File: src/rtl/fetch_unit.sv
// Purpose : owns the PC, reads a synchronous instruction ROM and holds a registered Instr for the CPU FSM.
// Latency : Instr valid 2 edges after reset release or after an accepted PCEn (FETCH, LOAD, then READY).
// Backpr. : PCEn is only honoured in READY; pulses seen in FETCH or LOAD are dropped. Option macro: FETCH_BRANCH_EN.
module fetch_unit #(
    parameter int              ADDR_W   = 16,
    parameter logic [ADDR_W-1:0] RESET_PC = '0
) (
    input  logic              Clk,
    input  logic              Reset_n,
    input  logic              PCEn,
    input  logic [4:0]        ALUFlags,
    input  logic [15:0]       JumpTarget,
    input  logic [15:0]       MemData,
    output logic [ADDR_W-1:0] InstrAddr,
    output logic [15:0]       Instr,
    output logic              IValid,
    output logic [3:0]        JumpReg,
    output logic [15:0]       LinkAddr
);

    typedef enum logic [1:0] {
        FETCH = 2'd0,
        LOAD  = 2'd1,
        READY = 2'd2
    } state_t;

    state_t            state_q, state_d;
    logic [ADDR_W-1:0] pc_q, pc_d;
    logic [15:0]       instr_q, instr_d;
    logic              ivalid_q, ivalid_d;

    logic [ADDR_W-1:0] pc_inc;
    logic [ADDR_W-1:0] next_pc;

    // Flags and jump target are not needed in every build; fold them into a sink.
    logic unused_inputs;
    assign unused_inputs = ^{ALUFlags, JumpTarget};

    assign pc_inc    = pc_q + ADDR_W'(1);
    assign InstrAddr = pc_q;
    assign Instr     = instr_q;
    assign IValid    = ivalid_q;
    assign LinkAddr  = 16'(pc_inc);

`ifdef FETCH_BRANCH_EN
    logic              cond_true;
    logic [ADDR_W-1:0] br_target;
    logic              is_bcond;
    logic              is_jcond;
    logic              is_jal;

    assign JumpReg   = instr_q[3:0];
    assign br_target = pc_q + ADDR_W'($signed(instr_q[7:0]));
    assign is_bcond  = (instr_q[15:12] == 4'b1100);
    assign is_jcond  = (instr_q[15:12] == 4'b0100) && (instr_q[7:4] == 4'b1100);
    assign is_jal    = (instr_q[15:12] == 4'b0100) && (instr_q[7:4] == 4'b1000);

    // Decode the condition field against the PSR flags {C,L,F,Z,N}.
    always_comb begin
        cond_true = 1'b0;
        unique case (instr_q[11:8])
            4'b0000: cond_true =  ALUFlags[1];
            4'b0001: cond_true = ~ALUFlags[1];
            4'b0010: cond_true =  ALUFlags[4];
            4'b0011: cond_true = ~ALUFlags[4];
            4'b0100: cond_true =  ALUFlags[3];
            4'b0101: cond_true = ~ALUFlags[3];
            4'b0110: cond_true =  ALUFlags[0];
            4'b0111: cond_true = ~ALUFlags[0];
            4'b1000: cond_true =  ALUFlags[2];
            4'b1001: cond_true = ~ALUFlags[2];
            4'b1010: cond_true = ~ALUFlags[3] & ~ALUFlags[1];
            4'b1011: cond_true =  ALUFlags[3] |  ALUFlags[1];
            4'b1100: cond_true = ~ALUFlags[0] & ~ALUFlags[1];
            4'b1101: cond_true =  ALUFlags[0] |  ALUFlags[1];
            4'b1110: cond_true = 1'b1;
            default: cond_true = 1'b0;
        endcase
    end

    // Pick the redirect target; anything that is not a taken branch falls through.
    always_comb begin
        next_pc = pc_inc;
        if (is_bcond && cond_true) begin
            next_pc = br_target;
        end else if (is_jcond && cond_true) begin
            next_pc = JumpTarget[ADDR_W-1:0];
        end else if (is_jal) begin
            next_pc = JumpTarget[ADDR_W-1:0];
        end
    end
`else
    assign JumpReg = 4'h0;

    // Without redirection the PC only ever walks forward.
    always_comb begin
        next_pc = pc_inc;
    end
`endif

    // Fetch sequencing: present address, capture ROM word, then wait for the FSM.
    always_comb begin
        state_d  = state_q;
        pc_d     = pc_q;
        instr_d  = instr_q;
        ivalid_d = ivalid_q;
        unique case (state_q)
            FETCH: begin
                state_d = LOAD;
            end
            LOAD: begin
                instr_d  = MemData;
                ivalid_d = 1'b1;
                state_d  = READY;
            end
            READY: begin
                if (PCEn) begin
                    pc_d     = next_pc;
                    ivalid_d = 1'b0;
                    state_d  = FETCH;
                end
            end
            default: begin
                state_d = FETCH;
            end
        endcase
    end

    // State registers; reset discards any in-flight ROM word.
    always_ff @(posedge Clk or negedge Reset_n) begin
        if (!Reset_n) begin
            state_q  <= FETCH;
            pc_q     <= RESET_PC;
            instr_q  <= 16'h0000;
            ivalid_q <= 1'b0;
        end else begin
            state_q  <= state_d;
            pc_q     <= pc_d;
            instr_q  <= instr_d;
            ivalid_q <= ivalid_d;
        end
    end

endmodule

File: config.mk
export PLATFORM = sky130hd
export DESIGN_NAME = fetch_unit
export DESIGN_NICKNAME = d
export VERILOG_FILES = /design/src/rtl/fetch_unit.sv
export SDC_FILE = /design/constraint.sdc
export NUM_CORES = 1
export LEC_CHECK = 0
export BUFFER_PORTS_ARGS = -buffer_cell sky130_fd_sc_hd__buf_4
export CAP_MARGIN = 20
export CORE_UTILIZATION = 47
export DETAILED_ROUTE_END_ITERATION = 8
export PLACE_DENSITY = 0.95
export SYNTH_ARGS = -nofsm -noshare
export SYNTH_HDL_FRONTEND = slang
export SYNTH_SLANG_ARGS = --single-unit
export TNS_END_PERCENT = 30
File: constraint.sdc
create_clock -name Clk -period 2.8 [get_ports Clk]
set_clock_uncertainty 0.2 [all_clocks]
set_input_delay 0.28 -clock Clk [delete_from_list [all_inputs] [get_ports Clk]]
set_output_delay 0.28 -clock Clk [all_outputs]
set_load 0.005 [all_outputs]
Word level (Yosys, flattened, before mapping)
Index checks and enable logic that the tools add are counted.
{ "word_totals": {"reg_bits": 35, "input_bits": 40} }
{ "op_classes": {"n_reduce_logical": 4, "eq_ne": 3, "n_mux": 4, "addsub": 1} }
{ "ops": {"columns": ["op", "n"], "rows": [
  ["16-bit by 1-bit adder with 16-bit output, second input constant", 1],
  ["2-bit case mux with 3 select lines", 1],
  ["2-bit AND reduction", 2],
  ["2-bit by 1-bit == test with 1-bit output, second input constant", 1],
  ["2-bit == test, second input constant", 1],
  ["2-bit zero test", 1],
  ["2-bit two-way mux", 1],
  ["2-bit != test, second input constant", 1],
  ["1-bit case mux with 2 select lines", 1],
  ["2-bit nonzero test", 1],
  ["1-bit two-way mux", 1]
]} }

Depth between registers and ports, before layout
Gate-level depths: netlist (run 1).
{ "depth": {"word_depth": 3, "mapped_depth": 5, "ltp_nobuf": 5} }

Worst setup path after synthesis (run 1)
Ideal clock, no wire load.
{ "synth_path": {"path_type": "register to output", "startpoint": "register pc_q[0], in the netlist InstrAddr[0]", "endpoint": "output port LinkAddr[10]", "path_buffers": 0, "arrival_ns": 1.429, "stages_incl_launch_ff": 6, "path_slack_ns": 0.891, "path_cell_list": "dfrtp_1 > ha_1 > nand3_1 > or2_1 > nor2_1 > xor2_1"} }
{ "synth_between": {"elab_chain_cells": 1} }
{ "synth_rtl": {"columns": ["item", "line_no", "rtl"], "rows": [
  ["from (decl)", "28", "logic [ADDR_W-1:0] pc_q, pc_d;"],
  ["from (signal assigned)", "138", "pc_q <= pc_d;"],
  ["16-bit by 1-bit adder with 16-bit output", "39", "assign pc_inc = pc_q + ADDR_W'(1);"],
  ["to (decl)", "18", "output logic [15:0] LinkAddr"]
]} }
No other way between the ends.

Worst setup path after layout (run 1)
Same ends and word-level chain as after synthesis.

==> results of run 1 <==
[routing by layer]
metal | vias to the layer above | wire length [µm]
met5 | - | 0
met4 | 0 | 58
met3 | 5 | 269
met2 | 53 | 1690
met1 | 607 | 1500
li1 | 629 | -
[registers in the layout (all words and copies together) (netlist names)]
signal     cells
state_q        2
InstrAddr     16
Instr         16
IValid         1
[worst paths after layout]
| kind | start | slack (ps) | end | cells past startpoint |
|---|---|---|---|---|
| max reg2reg | state_q[0] | 890 | InstrAddr[15] | 4 |
| max | InstrAddr[0] | 320 | LinkAddr[10] | 6 |
| min in group asynchronous | Reset_n | 220 | InstrAddr[4] | 2 |
| min | PCEn | 150 | state_q[1] | 3 |
| max in group asynchronous | Reset_n | 1860 | InstrAddr[14] | 2 |
| min reg2reg | state_q[1] | 280 | state_q[0] | 1 |
[cell usage after synthesis]
| master | n | area share (%) |
|---|---|---|
| buf_4 | 4 | 1.8 |
| buf_6 | 2 | 1.3 |
| nand4_1 | 1 | 0.37 |
| nand2_1 | 13 | 2.9 |
| or2_1 | 2 | 0.75 |
| inv_1 | 2 | 0.45 |
| nor3_2 | 3 | 1.8 |
| nor3_1 | 3 | 0.90 |
| nand3_1 | 6 | 1.8 |
| conb_1 | 1 | 0.22 |
| nor3b_1 | 1 | 0.45 |
| or2_2 | 1 | 0.37 |
| nor2_1 | 10 | 2.2 |
| and2_1 | 1 | 0.37 |
| nand3_4 | 1 | 1.0 |
| xor2_1 | 14 | 7.3 |
| a21o_1 | 1 | 0.45 |
| nor2b_1 | 1 | 0.37 |
| buf_2 | 3 | 0.90 |
| mux2_2 | 16 | 11 |
| dfrtp_1 | 35 | 52 |
| nand4_2 | 1 | 0.75 |
| nand3b_1 | 1 | 0.45 |
| and4_1 | 2 | 1.0 |
| ha_1 | 1 | 0.75 |
| xnor2_1 | 15 | 7.9 |
[logic make-up after synthesis]
family,Yosys count,share of synthesized area [%]
AO/OA/AOI/OAI,1,0.450
XOR/XNOR,29,15.2
adder cells (fa/ha/maj),1,0.749
buffers and inverters,11,4.49
flip-flops,35,52.4
multiplexers,16,10.8
other,1,0.225
AND/OR/NAND/NOR,47,15.7
[final cells by class]
class	count	share of cell area (%)
Clock buffer	7	2.67
Clock inverter	1	0.309
Inverter	2	0.309
Sequential cell	35	36.0
Multi-Input combinational cell	98	30.0
Tap cell	46	2.37
Timing Repair Buffer	86	28.3
[per-stage QoR]
stage | hold slack [ps] | instance area [µm²] | setup WS, ps | total power [mW]
6_report | 149 | 2430 | 319 | 1.85
5_1_grt | 141 | 2430 | 168 | 1.98
4_1_cts | 136 | 2430 | 298 | 1.87
3_5_place_dp | 55.5 | 2190 | 700 | 1.53
3_3_place_gp | 53.5 | 2190 | 712 | 1.50
2_1_floorplan | -216 | 1680 | 891 | 1.15
[worst register-to-register path: cells and delay by family (launching register included)]
family,cells,cell delay (ps)
simple gates,3,1030
flops,1,420
xor+xnor,1,140
[power groups by stage]
stage	sequential [mW]	combinational (mW)	clock, mW
after floorplan	0.809	0.340	0
after global placement	0.802	0.698	0
after detailed placement	0.813	0.717	0
after CTS	0.805	0.736	0.327
after global routing	0.827	0.801	0.347
final	0.806	0.733	0.315
[what timing repair did]
action / CTS / global route
endpoints found under the hold margin: 51 / 0
hold buffers: 17 / 0
gates resized for setup: 0 / 0
==> impl_metrics.json, run 1 <==
{
  "status": "completed",
  "grt_overflow": 0,
  "utilization_pct": 72.3,
  "leakage_nw": 1.21,
  "wl_per_cell_um": 12.8,
  "ir_worst_vdd_mv": 0.559,
  "min_period_over_period_pct": 88.6,
  "antenna_left": 0,
  "pwr-share-seq_pct": 43.5,
  "drt-initial-drc-count": 83,
  "rows": 21,
  "grt_util_met1_pct": 24.1,
  "ys_seq_area_share_pct": 52.4,
  "grt_pass1_vias": 1242,
  "track_usage_pct": 20.5,
  "worstHoldPathType": "input pin to flip-flop",
  "via_count": 1294,
  "tns_ps": 0,
  "cts_root_buf": "clkbuf_4",
  "syn_to_final_growth_pct": 45.6,
  "combPwrFrac_pct": 39.5,
  "clk_pin_slew_ps": 110,
  "gp_congestion": 0.719,
  "pwr_density_cell_mw_per_mm2": 762,
  "ios": 93,
  "start_util_pct": 49.7,
  "maxCapViolCount": 0,
  "worstPathArrival_ps": 2000,
  "cp_top_family": "simple AND/OR/NAND/NOR gates",
  "p_sw_share_pct": 30.5,
  "worstPathCellList": "ha_1, nand3_1, or2_1, nor2_1, xor2_1, buf_4",
  "drv_slew": 0,
  "cts_sinks": 35,
  "register_area_um2": 876,
  "die_w_um": 61.6,
  "grt_start_max_net_pins": 36,
  "cts_tree": "yes",
  "grt_pass1_wl_um": 5440,
  "nNetsFinal": 269,
  "drive_gt1_share_pct": 43.2,
  "switchingPower_mw": 0.566,
  "setup.worst_path.class": "flip-flop to primary output",
  "avgSynthCellArea_um2": 11.8,
  "fmax_ghz": 0.403,
  "portBuffers": 67,
  "pwr-share-clk_pct": 17.0,
  "critPathMaxStageDelay_ps": 480,
  "met2_usage_pct": 32.9,
  "setup_viol": 0,
  "final_cell_mix": "69 x buf_4, 35 x dfrtp_1, 17 x dlygate4sd3_1",
  "antenna_found_initial": 0,
  "finalHoldViolCount": 0,
  "hpwl_um": 2350,
  "fin_cells": 275,
  "yosys_register_bits": 35,
  "route.detailed.drc": 0,
  "mostFrequentLayoutCell": "buf_4",
  "wl_um": 3520,
  "cts_buffers": 5,
  "rsz0062_at_grt": "false",
  "yosysWarnings": 0,
  "cp.required_ps": 2320,
  "h-tree-depth": 2,
  "place_inst": 250,
  "endpoint_kind": "primary output",
  "syn-cell-area_mm2": 0.00167,
  "slowest_stage": "dfrtp_1",
  "dieArea_mm2": 0.00380,
  "vias_per_cell": 4.71,
  "final.min_clock_period_ps": 2480,
  "multiInputGateArea_um2": 731,
  "grt_use_met3_pct": 7.56,
  "fill_cells": 268,
  "die_y_um": 61.6,
  "p_int_mw": 1.29,
  "clock_path_buffers": 2,
  "fp.coreArea_mm2": 0.00336,
  "clk_latency_ps": 340,
  "start_kind": "flip-flop",
  "first_pass_iters": 4,
  "synth_cells": 141,
  "crit_path_max_fanout": 5,
  "n_antenna_cell": 0,
  "grt_busiest_layer": "met2",
  "synth_cell_types": 26,
  "post_cts_buffers": 0,
  "crit_buf_inv": 1
}
(Power assumes the default switching activity.)
==> run 2: changes to the inputs <==
CORE_UTILIZATION = 44   (was 47)
PLACE_DENSITY = 0.91   (was 0.95)
==> impl_metrics.json, run 2 (synthesis results as in run 1) <==
{
  "vias_per_cell": 4.75,
  "startpoint": "InstrAddr[0]",
  "die_w_um": 63.6,
  "final_cell_mix": "69 x buf_4, 35 x dfrtp_1, 16 x mux2_2",
  "cp_top_family": "simple AND/OR/NAND/NOR gates",
  "combPwrFrac_pct": 37.8,
  "final.min_clock_period_ps": 2420,
  "worstPathArrival_ps": 1940,
  "wl_per_cell_um": 11.9,
  "slowest_stage": "dfrtp_1",
  "tns_ps": 0,
  "clk_latency_ps": 280,
  "cts_root_buf": "clkbuf_8",
  "grt_overflow": 0,
  "via_count": 1236,
  "grt_pass1_wl_um": 5420,
  "hold_slack_ps": 28.7,
  "drv_slew": 0,
  "first_pass_iters": 4,
  "start_util_pct": 45.6,
  "leakage_nw": 1.15,
  "antenna_found_initial": 0,
  "cp.required_ps": 2320,
  "setup.worst_path.class": "flip-flop to primary output",
  "antenna_left": 0,
  "syn_to_final_growth_pct": 37.1,
  "start_kind": "flip-flop",
  "worstHoldPathType": "input pin to flip-flop",
  "clock_path_buffers": 2,
  "cts_sinks": 35,
  "status": "completed",
  "portBuffers": 67,
  "p_int_mw": 1.32,
  "ios": 93,
  "drt-initial-drc-count": 28,
  "maxCapViolCount": 0,
  "rows": 22,
  "mostFrequentLayoutCell": "buf_4",
  "h-tree-depth": 2,
  "n_antenna_cell": 0,
  "worstPathCellList": "ha_1, nand3_1, or2_1, nor2_1, xor2_1, buf_4",
  "finalWorstSetupSlack_ps": 379,
  "fill_cells": 325,
  "setup_viol": 0,
  "min_period_over_period_pct": 86.5,
  "ir_worst_vdd_mv": 0.481,
  "dieArea_mm2": 0.00405,
  "switchingPower_mw": 0.539,
  "crit_buf_inv": 1,
  "cts_tree": "yes",
  "min_from": "MemData[9]",
  "cts_buffers": 5,
  "grt_start_max_net_pins": 36,
  "drive_gt1_share_pct": 46.2,
  "track_usage_pct": 17.5,
  "grt_pass1_vias": 1211,
  "clk_pin_slew_ps": 70,
  "pwr-share-clk_pct": 19.0,
  "fp.coreArea_mm2": 0.00366,
  "pwr-share-seq_pct": 43.2,
  "rsz0062_at_grt": "false",
  "crit_path_max_fanout": 5,
  "place_inst": 252,
  "pwr_density_cell_mw_per_mm2": 813,
  "route.detailed.drc": 0,
  "gp_congestion": 0.774,
  "nNetsFinal": 253,
  "wl_um": 3090,
  "endpoint_kind": "primary output",
  "p_sw_share_pct": 29.0,
  "fin_cells": 260,
  "hpwl_um": 2290,
  "fmax_ghz": 0.413,
  "timing.rr.start": "InstrAddr[0]",
  "post_cts_buffers": 0,
  "critPathMaxStageDelay_ps": 460,
  "die_y_um": 63.6,
  "pre_cts_ws_ps": 666,
  "finalHoldViolCount": 0
}
[run 2: changes by cell type in the layout (fill, tap and decap cells not counted), sizes merged]
cell         previous run  this run
clkinvlp                1         0
clkbuf                  7         6
clkinv                  0         1
dlygate4sd3            17         1
[run 2: repair_timing]
action | CTS | global route
resized for setup | 0 | 0
hold endpoints to repair | 35 | 0
endpoints found under the setup margin | 0 | 0
hold buffers | 1 | 0
[run 2: worst register-to-register path, stage by stage (launching register included)]
cell     delay [ps]
dfrtp_1         460
ha_1            300
nand3_1         160
or2_1           320
nor3_2          200
xor2_1          150
[run 2: worst paths after layout]
check | to | slack [ps] | depth (start not counted)
setup / recovery | LinkAddr[10] | 380 | 6
hold / removal | Instr[9] | 30 | 2
min in group asynchronous | InstrAddr[9] | 280 | 2
max in group asynchronous | InstrAddr[3] | 1810 | 2
hold reg to reg | state_q[0] | 260 | 1
setup reg to reg | InstrAddr[10] | 930 | 5
[run 2: power by group through the flow]
stage | clock network [mW] | logic (mW) | registers [mW]
after floorplan | 0 | 0.340 | 0.809
after global placement | 0 | 0.700 | 0.803
after detailed placement | 0 | 0.717 | 0.816
after CTS | 0.369 | 0.719 | 0.807
after global routing | 0.392 | 0.776 | 0.829
final | 0.353 | 0.703 | 0.805
[run 2: stage by stage]
step / power, mW / area, µm² / utilization, %
after floorplan: 1.15 / 1680 / -
after global placement: 1.50 / 2190 / 59.9
after detailed placement: 1.53 / 2190 / 59.9
after CTS: 1.90 / 2290 / 62.5
after global routing: 2.00 / 2290 / 62.5
final: 1.86 / 2290 / 62.5
[run 2: cell type report]
type                       count  area [µm²]  area share (%)
inverter                       2        7.51           0.328
clock inverter                 1        5.00           0.219
multi-input combinational     98         731            31.9
clock buffer                   6        82.6            3.61
sequential                    35         876            38.3
tap                           48        60.1            2.62
timing repair buffer          70         528            23.1
[run 2: layer usage]
| metal | track usage (%) | wire length (µm) |
|---|---|---|
| met5 | 0 | 0 |
| met3 | 3.44 | 138 |
| met1 | 19.8 | 1300 |
| met4 | 9.38 | 61 |
| met2 | 30.7 | 1580 |
==> run 3: changes to the inputs <==
--- a/config.mk
+++ b/config.mk
@@ -12,2 +12,3 @@
 export PLACE_DENSITY = 0.91
+export SLEW_MARGIN = 20
 export SYNTH_ARGS = -nofsm -noshare
==> constraint.sdc (replaced) <==
create_clock -name Clk -period 2.8 [get_ports Clk]
set_clock_uncertainty 0.2 [all_clocks]
set_input_delay 0.14 -clock Clk [delete_from_list [all_inputs] [get_ports Clk]]
set_output_delay 0.14 -clock Clk [all_outputs]
set_load 0.005 [all_outputs]
==> impl_metrics.json, run 3 (synthesis results as in run 1) <==
{
  "finalHoldViolCount": 0,
  "track_usage_pct": 19.1,
  "ios": 93,
  "n_antenna_cell": 0,
  "p_int_mw": 1.34,
  "placed_area_mm2": 0.00219,
  "drv_slew": 0,
  "p_sw_share_pct": 29.3,
  "tns_ps": 0,
  "drt-initial-drc-count": 29,
  "syn_to_final_growth_pct": 46.7,
  "clk_latency_ps": 280,
  "nNetsFinal": 269,
  "grt_pass1_vias": 1276,
  "leakage_nw": 1.22,
  "mostFrequentLayoutCell": "buf_4",
  "rows": 22,
  "pre_cts_ws_ps": 806,
  "endpoint_kind": "primary output",
  "pwr-share-seq_pct": 42.7,
  "wl_per_cell_um": 12.4,
  "status": "completed",
  "cts_root_buf": "clkbuf_8",
  "first_pass_iters": 4,
  "cp.required_ps": 2460,
  "rsz0062_at_grt": "false",
  "worstHoldPathType": "input pin to flip-flop",
  "crit_buf_inv": 1,
  "register_area_um2": 876,
  "cts_buffers": 5,
  "ir_worst_vdd_mv": 0.481,
  "slowest_stage": "dfrtp_1",
  "min_period_over_period_pct": 81.5,
  "setup_viol": 0,
  "setup.worst_path.class": "flip-flop to primary output",
  "grt_pass1_wl_um": 5840,
  "vias_per_cell": 4.66,
  "crit_path_max_fanout": 5,
  "fin_cells": 276,
  "finalWorstSetupSlack_ps": 517,
  "wl_um": 3420,
  "portBuffers": 67,
  "grt_start_max_net_pins": 36,
  "die_w_um": 63.6,
  "via_count": 1286,
  "place_inst": 252,
  "cts_sinks": 35,
  "fp.coreArea_mm2": 0.00366,
  "fill_cells": 301,
  "critPathMaxStageDelay_ps": 460,
  "final_design_area_no_fill_mm2": 0.00245,
  "clock_path_buffers": 2,
  "maxCapViolCount": 0,
  "grt_overflow": 0,
  "final.min_clock_period_ps": 2280,
  "final_cell_mix": "69 x buf_4, 35 x dfrtp_1, 17 x dlygate4sd3_1",
  "combPwrFrac_pct": 38.6,
  "cts_tree": "yes",
  "antenna_left": 0,
  "worstPathArrival_ps": 1940,
  "start_util_pct": 45.6,
  "dieArea_mm2": 0.00405,
  "hpwl_um": 2290,
  "cp_top_family": "simple AND/OR/NAND/NOR gates",
  "utilization_pct": 66.9,
  "multiInputGateArea_um2": 731,
  "die_y_um": 63.6,
  "pwr_density_cell_mw_per_mm2": 772,
  "drive_gt1_share_pct": 43.0,
  "worstPathCellList": "ha_1, nand3_1, or2_1, nor2_1, xor2_1, buf_4",
  "gp_congestion": 0.774,
  "route.detailed.drc": 0,
  "clk_pin_slew_ps": 60,
  "h-tree-depth": 2,
  "pwr-share-clk_pct": 18.7,
  "switchingPower_mw": 0.555,
  "antenna_found_initial": 0,
  "fmax_ghz": 0.438,
  "start_kind": "flip-flop"
}
run 3: cell types whose count changed in the layout (fill, tap and decap cells not counted), sizes merged:
cell / previous run / this run
dlygate4sd3: 1 / 17
run 3: power by group through the flow:
| stage | Clock, mW | Sequential (mW) | Combinational (mW) |
|---|---|---|---|
| 2_1_floorplan | 0 | 0.809 | 0.340 |
| 3_3_place_gp | 0 | 0.803 | 0.700 |
| 3_5_place_dp | 0 | 0.816 | 0.717 |
| 4_1_cts | 0.369 | 0.807 | 0.737 |
| 5_1_grt | 0.392 | 0.835 | 0.801 |
| 6_report | 0.354 | 0.808 | 0.730 |
run 3: timing repair:
item	in CTS	in global routing
gates resized for setup	0	0
buffers inserted	0	0
hold endpoints to repair	51	0
hold buffers	17	0
run 3: cell type report:
| type | count | share of cell area, % |
|---|---|---|
| clock buffers | 6 | 3.37 |
| clock inverters | 1 | 0.204 |
| inverters | 2 | 0.306 |
| multi-input cells | 98 | 29.8 |
| flip-flops and latches | 35 | 35.8 |
| well taps | 48 | 2.45 |
| repair buffers | 86 | 28.1 |
run 3: path summary, 6_finish.rpt:
kind	to	slack [ps]	start	cells after the start
worst max register to register	InstrAddr[10]	930	InstrAddr[0]	5
worst max-delay path	LinkAddr[10]	520	InstrAddr[0]	6
max in group asynchronous	InstrAddr[4]	1940	Reset_n	2
min in group asynchronous	InstrAddr[9]	140	Reset_n	2
worst min register to register	state_q[0]	260	state_q[1]	1
worst min-delay path	state_q[1]	80	PCEn	3
run 3: worst min-delay path, stage by stage:
cell and delay [ps]:
buf_4 110, nor3b_1 150, or2_2 130
run 3: metal layers:
| metal | share of wire (%) | global-route usage [%] |
|---|---|---|
| met1 | 41 | 20.8 |
| met2 | 53 | 35.2 |
| met5 | 0 | 0 |
| met4 | 1.8 | 9.38 |
| met3 | 3.9 | 3.44 |
run 3: stage by stage:
stage          power [mW]  hold slack, ps
4_1_cts              1.91            75.1
2_1_floorplan        1.15            -356
5_1_grt              2.03            99.9
6_report             1.89            82.8
3_3_place_gp         1.50           -85.0
3_5_place_dp         1.53           -84.7
